`config.mk`:
```
export PLATFORM = sky130hd
export DESIGN_NAME = ja_intersection_ctrl
export DESIGN_NICKNAME = d
export VERILOG_FILES = /design/src/rtl/ja_tl_pkg.sv /design/src/rtl/ja_tick_gen.sv /design/src/rtl/ja_intersection_ctrl.sv
export SDC_FILE = /design/constraint.sdc
export NUM_CORES = 1
export LEC_CHECK = 0
export ABC_AREA = 1
export ABC_CLOCK_PERIOD_IN_PS = 2900
export BUFFER_PORTS_ARGS = -buffer_cell sky130_fd_sc_hd__buf_2
export CAP_MARGIN = 20
export CELL_PAD_IN_SITES_DETAIL_PLACEMENT = 1
export CELL_PAD_IN_SITES_GLOBAL_PLACEMENT = 1
export CORE_ASPECT_RATIO = 1.75
export CORE_MARGIN = 3
export CORE_UTILIZATION = 43
export CTS_CLUSTER_SIZE = 28
export DETAILED_ROUTE_END_ITERATION = 8
export GPL_TIMING_DRIVEN = 0
export PLACE_DENSITY = 0.79
export SYNTH_ARGS = -nofsm -noshare
export SYNTH_HDL_FRONTEND = slang
export SYNTH_SLANG_ARGS = --single-unit
```
`constraint.sdc`:
```
create_clock -name clk -period 2.9 [get_ports clk]
set_input_delay 0.58 -clock clk [delete_from_list [all_inputs] [get_ports clk]]
set_output_delay 0.58 -clock clk [all_outputs]
set_load 0.005 [all_outputs]
```
`src/rtl/ja_tl_pkg.sv`:
```
// ja_tl_pkg: shared definitions for the intersection controller.
//   - tl_state_t  : controller state enumeration
//   - DEF_T_*     : default dwell durations, in ticks
//   - lamp_t      : one phase's lamp triple {r, y, g}, plus the fixed patterns
package ja_tl_pkg;

  typedef enum logic [2:0] {
    ST_IDLE,
    ST_ALLRED,
    ST_GREEN,
    ST_YELLOW,
    ST_FLASH
  } tl_state_t;

  localparam int DEF_T_GREEN  = 20;
  localparam int DEF_T_YELLOW = 3;
  localparam int DEF_T_ALLRED = 2;

  typedef struct packed {
    logic r;
    logic y;
    logic g;
  } lamp_t;

  localparam lamp_t LAMP_RED  = '{r: 1'b1, y: 1'b0, g: 1'b0};
  localparam lamp_t LAMP_YEL  = '{r: 1'b0, y: 1'b1, g: 1'b0};
  localparam lamp_t LAMP_GRN  = '{r: 1'b0, y: 1'b0, g: 1'b1};
  localparam lamp_t LAMP_DARK = '{r: 1'b0, y: 1'b0, g: 1'b0};

endpackage

```
`src/rtl/ja_tick_gen.sv`:
```
// ja_tick_gen: restartable tick prescaler.
// Ports:
//   clk     - clock
//   rst_n   - asynchronous active-low reset
//   restart - clears the divider and captures div (used at every state entry)
//   div     - divide value; a tick occurs every div+1 clocks
//   tick    - one-clock tick pulse
module ja_tick_gen #(
  parameter int DIV_W = 8
) (
  input  logic             clk,
  input  logic             rst_n,
  input  logic             restart,
  input  logic [DIV_W-1:0] div,
  output logic             tick
);

  logic [DIV_W-1:0] cnt_reg;
  logic [DIV_W-1:0] div_reg;

  // The divide value is captured on restart so a change of div in
  // mid-state never alters the length of the state in progress.
  always_ff @(posedge clk or negedge rst_n) begin
    if (!rst_n) begin
      cnt_reg <= '0;
      div_reg <= '0;
    end else if (restart) begin
      cnt_reg <= '0;
      div_reg <= div;
    end else if (tick) begin
      cnt_reg <= '0;
    end else begin
      cnt_reg <= cnt_reg + DIV_W'(1);
    end
  end

  assign tick = (cnt_reg == div_reg);

endmodule

```
`src/rtl/ja_intersection_ctrl.sv`:
```
// ja_intersection_ctrl: fixed-time traffic light controller for N_PHASES
// conflicting signal groups, with pedestrian latches and a flashing mode.
// Ports:
//   clk       - clock
//   rst_n     - asynchronous active-low reset
//   start     - run request (level)
//   flash     - night/fault flashing request (level, highest priority)
//   tick_div  - a dwell tick occurs every tick_div+1 clocks
//   ped_req   - pedestrian request pulse per phase
//   red/yellow/green/walk - registered lamp drives per phase
//   phase_idx - current or most recently served phase
//   busy      - high outside IDLE
module ja_intersection_ctrl #(
  parameter int N_PHASES = 2,
  parameter int CNT_W    = 6,
  parameter int DIV_W    = 8,
  parameter int T_GREEN  = ja_tl_pkg::DEF_T_GREEN,
  parameter int T_YELLOW = ja_tl_pkg::DEF_T_YELLOW,
  parameter int T_ALLRED = ja_tl_pkg::DEF_T_ALLRED,
  localparam int PW      = $clog2(N_PHASES)
) (
  input  logic                clk,
  input  logic                rst_n,
  input  logic                start,
  input  logic                flash,
  input  logic [DIV_W-1:0]    tick_div,
  input  logic [N_PHASES-1:0] ped_req,
  output logic [N_PHASES-1:0] red,
  output logic [N_PHASES-1:0] yellow,
  output logic [N_PHASES-1:0] green,
  output logic [N_PHASES-1:0] walk,
  output logic [PW-1:0]       phase_idx,
  output logic                busy
);
  import ja_tl_pkg::*;

  tl_state_t           state_reg, state_next;
  logic [PW-1:0]       phase_reg, phase_next;
  logic [PW-1:0]       serve_reg, serve_next;   // phase the next green will serve
  logic [CNT_W-1:0]    dwell_reg, dwell_next;
  logic [N_PHASES-1:0] ped_reg, ped_next;
  logic [N_PHASES-1:0] walk_reg, walk_next;
  logic [N_PHASES-1:0] red_reg, red_next;
  logic [N_PHASES-1:0] yellow_reg, yellow_next;
  logic [N_PHASES-1:0] green_reg, green_next;
  logic                busy_reg, busy_next;
  logic [CNT_W-1:0]    dur;
  logic                done;
  logic                tick;
  logic                restart;
  logic                flash_y;
  lamp_t               lamp;

  ja_tick_gen #(.DIV_W(DIV_W)) u_tick (
    .clk     (clk),
    .rst_n   (rst_n),
    .restart (restart),
    .div     (tick_div),
    .tick    (tick)
  );

  // Dwell length of the current state and its terminal-tick condition.
  always_comb begin
    dur = CNT_W'(1);
    case (state_reg)
      ST_GREEN:  dur = CNT_W'(T_GREEN);
      ST_YELLOW: dur = CNT_W'(T_YELLOW);
      ST_ALLRED: dur = CNT_W'(T_ALLRED);
      default:   dur = CNT_W'(1);
    endcase
  end

  assign done = tick && (dwell_reg == dur - CNT_W'(1));

  // Next-state logic. flash overrides everything, including start.
  always_comb begin
    state_next = state_reg;
    phase_next = phase_reg;
    serve_next = serve_reg;
    if (flash) begin
      state_next = ST_FLASH;
    end else begin
      case (state_reg)
        ST_IDLE: begin
          if (start) begin
            state_next = ST_ALLRED;
            phase_next = '0;
            serve_next = '0;
          end
        end
        ST_ALLRED: begin
          if (done) begin
            if (start) begin
              state_next = ST_GREEN;
              phase_next = serve_reg;
            end else begin
              state_next = ST_IDLE;
            end
          end
        end
        ST_GREEN: begin
          if (done) state_next = ST_YELLOW;
        end
        ST_YELLOW: begin
          if (done) begin
            state_next = ST_ALLRED;
            serve_next = (phase_reg == PW'(N_PHASES - 1)) ? '0 : phase_reg + PW'(1);
          end
        end
        ST_FLASH: begin
          state_next = ST_ALLRED;
          phase_next = '0;
          serve_next = '0;
        end
        default: state_next = ST_IDLE;
      endcase
    end
  end

  // Every state change restarts both the prescaler and the dwell count.
  assign restart = (state_next != state_reg);

  always_comb begin
    dwell_next = dwell_reg;
    if (restart)   dwell_next = '0;
    else if (tick) dwell_next = dwell_reg + CNT_W'(1);
  end

  // Output patterns are computed from the next state so that the lamp
  // registers change on the same edge as the state register.
  always_comb begin
    ped_next    = ped_reg | ped_req;
    walk_next   = '0;
    red_next    = '0;
    yellow_next = '0;
    green_next  = '0;
    busy_next   = (state_next != ST_IDLE);
    lamp        = LAMP_DARK;
    // Flash yellow starts lit on entry and toggles on each tick after.
    flash_y     = (state_reg != ST_FLASH) ? 1'b1 : (tick ? ~yellow_reg[0] : yellow_reg[0]);
    for (int i = 0; i < N_PHASES; i++) begin
      lamp = LAMP_RED;
      if (phase_next == PW'(i)) begin
        case (state_next)
          ST_GREEN: begin
            lamp = LAMP_GRN;
            // Requests are consumed only on green entry; one arriving
            // during this green stays latched for the next one.
            if (state_reg != ST_GREEN) begin
              walk_next[i] = ped_reg[i] | ped_req[i];
              ped_next[i]  = 1'b0;
            end else begin
              walk_next[i] = walk_reg[i];
            end
          end
          ST_YELLOW: lamp = LAMP_YEL;
          default:   lamp = LAMP_RED;
        endcase
      end
      if (state_next == ST_FLASH) lamp = flash_y ? LAMP_YEL : LAMP_DARK;
      red_next[i]    = lamp.r;
      yellow_next[i] = lamp.y;
      green_next[i]  = lamp.g;
    end
  end

  always_ff @(posedge clk or negedge rst_n) begin
    if (!rst_n) begin
      state_reg  <= ST_IDLE;
      phase_reg  <= '0;
      serve_reg  <= '0;
      dwell_reg  <= '0;
      ped_reg    <= '0;
      walk_reg   <= '0;
      red_reg    <= '1;
      yellow_reg <= '0;
      green_reg  <= '0;
      busy_reg   <= 1'b0;
    end else begin
      state_reg  <= state_next;
      phase_reg  <= phase_next;
      serve_reg  <= serve_next;
      dwell_reg  <= dwell_next;
      ped_reg    <= ped_next;
      walk_reg   <= walk_next;
      red_reg    <= red_next;
      yellow_reg <= yellow_next;
      green_reg  <= green_next;
      busy_reg   <= busy_next;
    end
  end

  assign red       = red_reg;
  assign yellow    = yellow_reg;
  assign green     = green_reg;
  assign walk      = walk_reg;
  assign phase_idx = phase_reg;
  assign busy      = busy_reg;

endmodule
```
==> run summary <==
Status: complete, but fails checks
Failing checks: setup timing
Finished Core Util: 57.8%
Unique masters post-synth: 30
Core area: 0.00483 mm^2
Post-Synthesis Cells: 279
Remaining Overflow, GRT: 0
Non-filler cells, final: 381
Slew margin rel.: 41.2%
Hold Path Class: input port to async pin
Avg Cell Area, Syn: 7.90 um^2
CTS buffer count: 5
Pin slew with the least headroom to its limit: 883 ps
Clock sink count: 38
Placer Congestion: 0.827
CTS clk-pin slew, worst paths: 80 ps
Crit path capture type: flip-flop
CTS tree: done
Die height: 101 um
WP data arrival: 3160 ps
Clock Tree Root: clkbuf_8
Standard-cell rows: 33
Final HPWL DP: 3.93 mm
P per Cell Area: 451 mW/mm^2
Top-area cell type share of the netlist area: 40.9%
Largest net degree at the start of global routing: 39
Final WS setup: -60.6 ps
Final nets: 346
Synthesized cell area: 0.00220 mm^2
Synth area leaders: dfrtp_1 (41%), nand2_1 (13%), inv_1 (6.1%)
Share of cells above drive strength 1: 32.8%
Busiest grt layer: met2
Mapped Nets: 297
Sequential fraction of the synthesis area: 43.2%
Hold-fix buffers, CTS: 0
Number of instances in the placed design: 354
Clk_lat worst skew: 300 ps
Drt initial violations: 38
1st-pass router iterations: 4
Wire per inst: 17.7 um
Area of the multi-input gates: 0.00117 mm^2
Die width: 60.1 um
FMAX: 338 MHz
#FFs+latches synth: 38
Worst Setup Path Type: flip-flop to flip-flop
Total Wirelength: 6.73 mm
Setup TNS: -847 ps
Final Cycle Share: 102%
FILL cells: 591
Number of buffers added on ports: 23
Period minus WS final: 2960 ps
Yosys Warn Count: 0
Initial cell density of the core: 45.6%
Max Slew Vio Count: 0
H-tree depth: 2
CP Launch Type: flip-flop
Req. time, crit path: 3100 ps
Vias/cell: 5.20
Full die area: 0.00606 mm^2
GR Util met3: 3.33%
Antenna violations before repair: 0
Clock skew: 7.09 ps
Met1 Usage GRT: 21.0%
Met2 layer usage reported by global route: 36.7%
Synth area leader: dfrtp_1
First-pass GRT wire length: 9.15 mm
Via Count: 1,983
Area grow syn2layout: 26.7%
DRC viols: 0
Clock Path Buffers: 2
Final hold vios: 0
Ports: 24
Register Area: 956 um^2
Max-cap violations: 0
Vias in the first global route: 2,037
Post-Place Worst Slack: -321 ps
Hold slack final: 394 ps
Crit Path Max Fanout: 5
VDD IR-drop max: 0.447 mV
Leakage: 0.00141 uW
Final ANT Viol Nets: 0
# diodes: 0
Final setup vio count: 22
Tot GR Track Use: 20.1%
[cells in the final DEF, fill, tap and decap left out, types with 3 or more instances in the layout]
cell type   n
a21oi_1     7
buf_2      23
buf_4      17
clkbuf_8    6
dfrtp_1    34
inv_1      35
inv_2      11
nand2_1    72
nand2_2     9
nand2_4     3
nand3_1    17
nand3_2     4
nand3_4     5
nand4_1     3
nor2_1     19
nor2_4     12
nor3_1      5
o21ai_0    12
xor2_1      7
[layout make-up]
class,count,area share (%)
Buffer,3,1.39
Inverter,48,6.54
Clock inverter,1,0.179
Clock buffer,7,3.09
Multi-Input combinational cell,190,41.8
Timing Repair Buffer,42,10.5
Sequential cell,38,34.2
Tap cell,52,2.33
[critical path: stages, from the launching register on]
cell and delay [ps]:
dfrtp_1 430, inv_4 120, nand3_4 110, nand2_4 100
ha_4 130, inv_2 40, ha_4 250, nor2_1 50
nor2_1 130, nand2_1 110, nor2_4 230, nand3_2 130
nor2_4 160, nand3_2 100, nand2_4 110, nand2_2 90
nand2_2 100, nand2_4 60, nand3_4 160, clkbuf_16 190
nor2_4 30
[cells in the mapped netlist]
library cell,n
nor2_4,11
nand2_2,7
buf_6,2
dfrtp_1,36
mux2i_1,1
a21oi_1,7
nand2_4,1
nor2_2,1
inv_2,11
clkbuf_1,1
o21ai_0,12
nand2_1,76
nand3b_1,2
nand3_2,3
o31ai_1,1
a31oi_1,1
nor3_1,5
a21oi_2,1
inv_1,36
o21bai_2,1
dfstp_2,2
xor2_1,7
clkinv_1,1
ha_1,4
nor2_8,1
or2_2,2
nand3_1,22
nand4_1,3
nand3_4,1
nor2_1,20
[per-stage QoR]
step,instance area [um^2],total power (uW)
6_report,2790,1260
5_1_grt,2790,1320
4_1_cts,2540,1210
3_5_place_dp,2380,807
3_3_place_gp,2380,799
2_1_floorplan,2200,738
[report_power, final]
part / switching [uW] / total, uW / internal (uW)
Sequential: 24.9 / 586 / 561
Clock: 200 / 392 / 192
Combinational: 172 / 283 / 111
[final timing paths]
check	from	to	slack (ps)	cells after the start
setup / recovery	state_reg[2]	u_tick.cnt_reg[6]	-60	20
hold / removal	rst_n	dwell_reg[4]	390	1
setup reg to reg	state_reg[2]	u_tick.cnt_reg[6]	-60	20
hold reg to reg	ped_reg[0]	ped_reg[0]	520	2
max in group asynchronous	rst_n	state_reg[0]	1900	1
min in group clk	tick_div[2]	u_tick.div_reg[2]	460	3
[what timing repair did]
action                     CTS  global route
cloned                       0             2
setup buffers                4            13
gates resized for setup      8            21
setup endpoints to repair   27            29
pin swaps                    1            12
[metal layers]
metal / up-vias / routed length (um) / part of all wire (%)
met2: 28 / 3890 / 58
li1: 959 / - / -
met3: 13 / 146 / 2.2
met1: 983 / 2530 / 38
met4: 0 / 161 / 2.4
met5: - / 0 / 0
[logic make-up after synthesis]
logic type	count (synthesis)	share of synthesized area, %
compound gates	23	5.85
xor+xnor	7	2.78
fa+ha+maj	4	2.27
buf+inv	51	9.36
flops	38	43.2
mux	1	0.454
simple gates	155	36.0
Note: power is estimated with default switching activity, not from simulation.
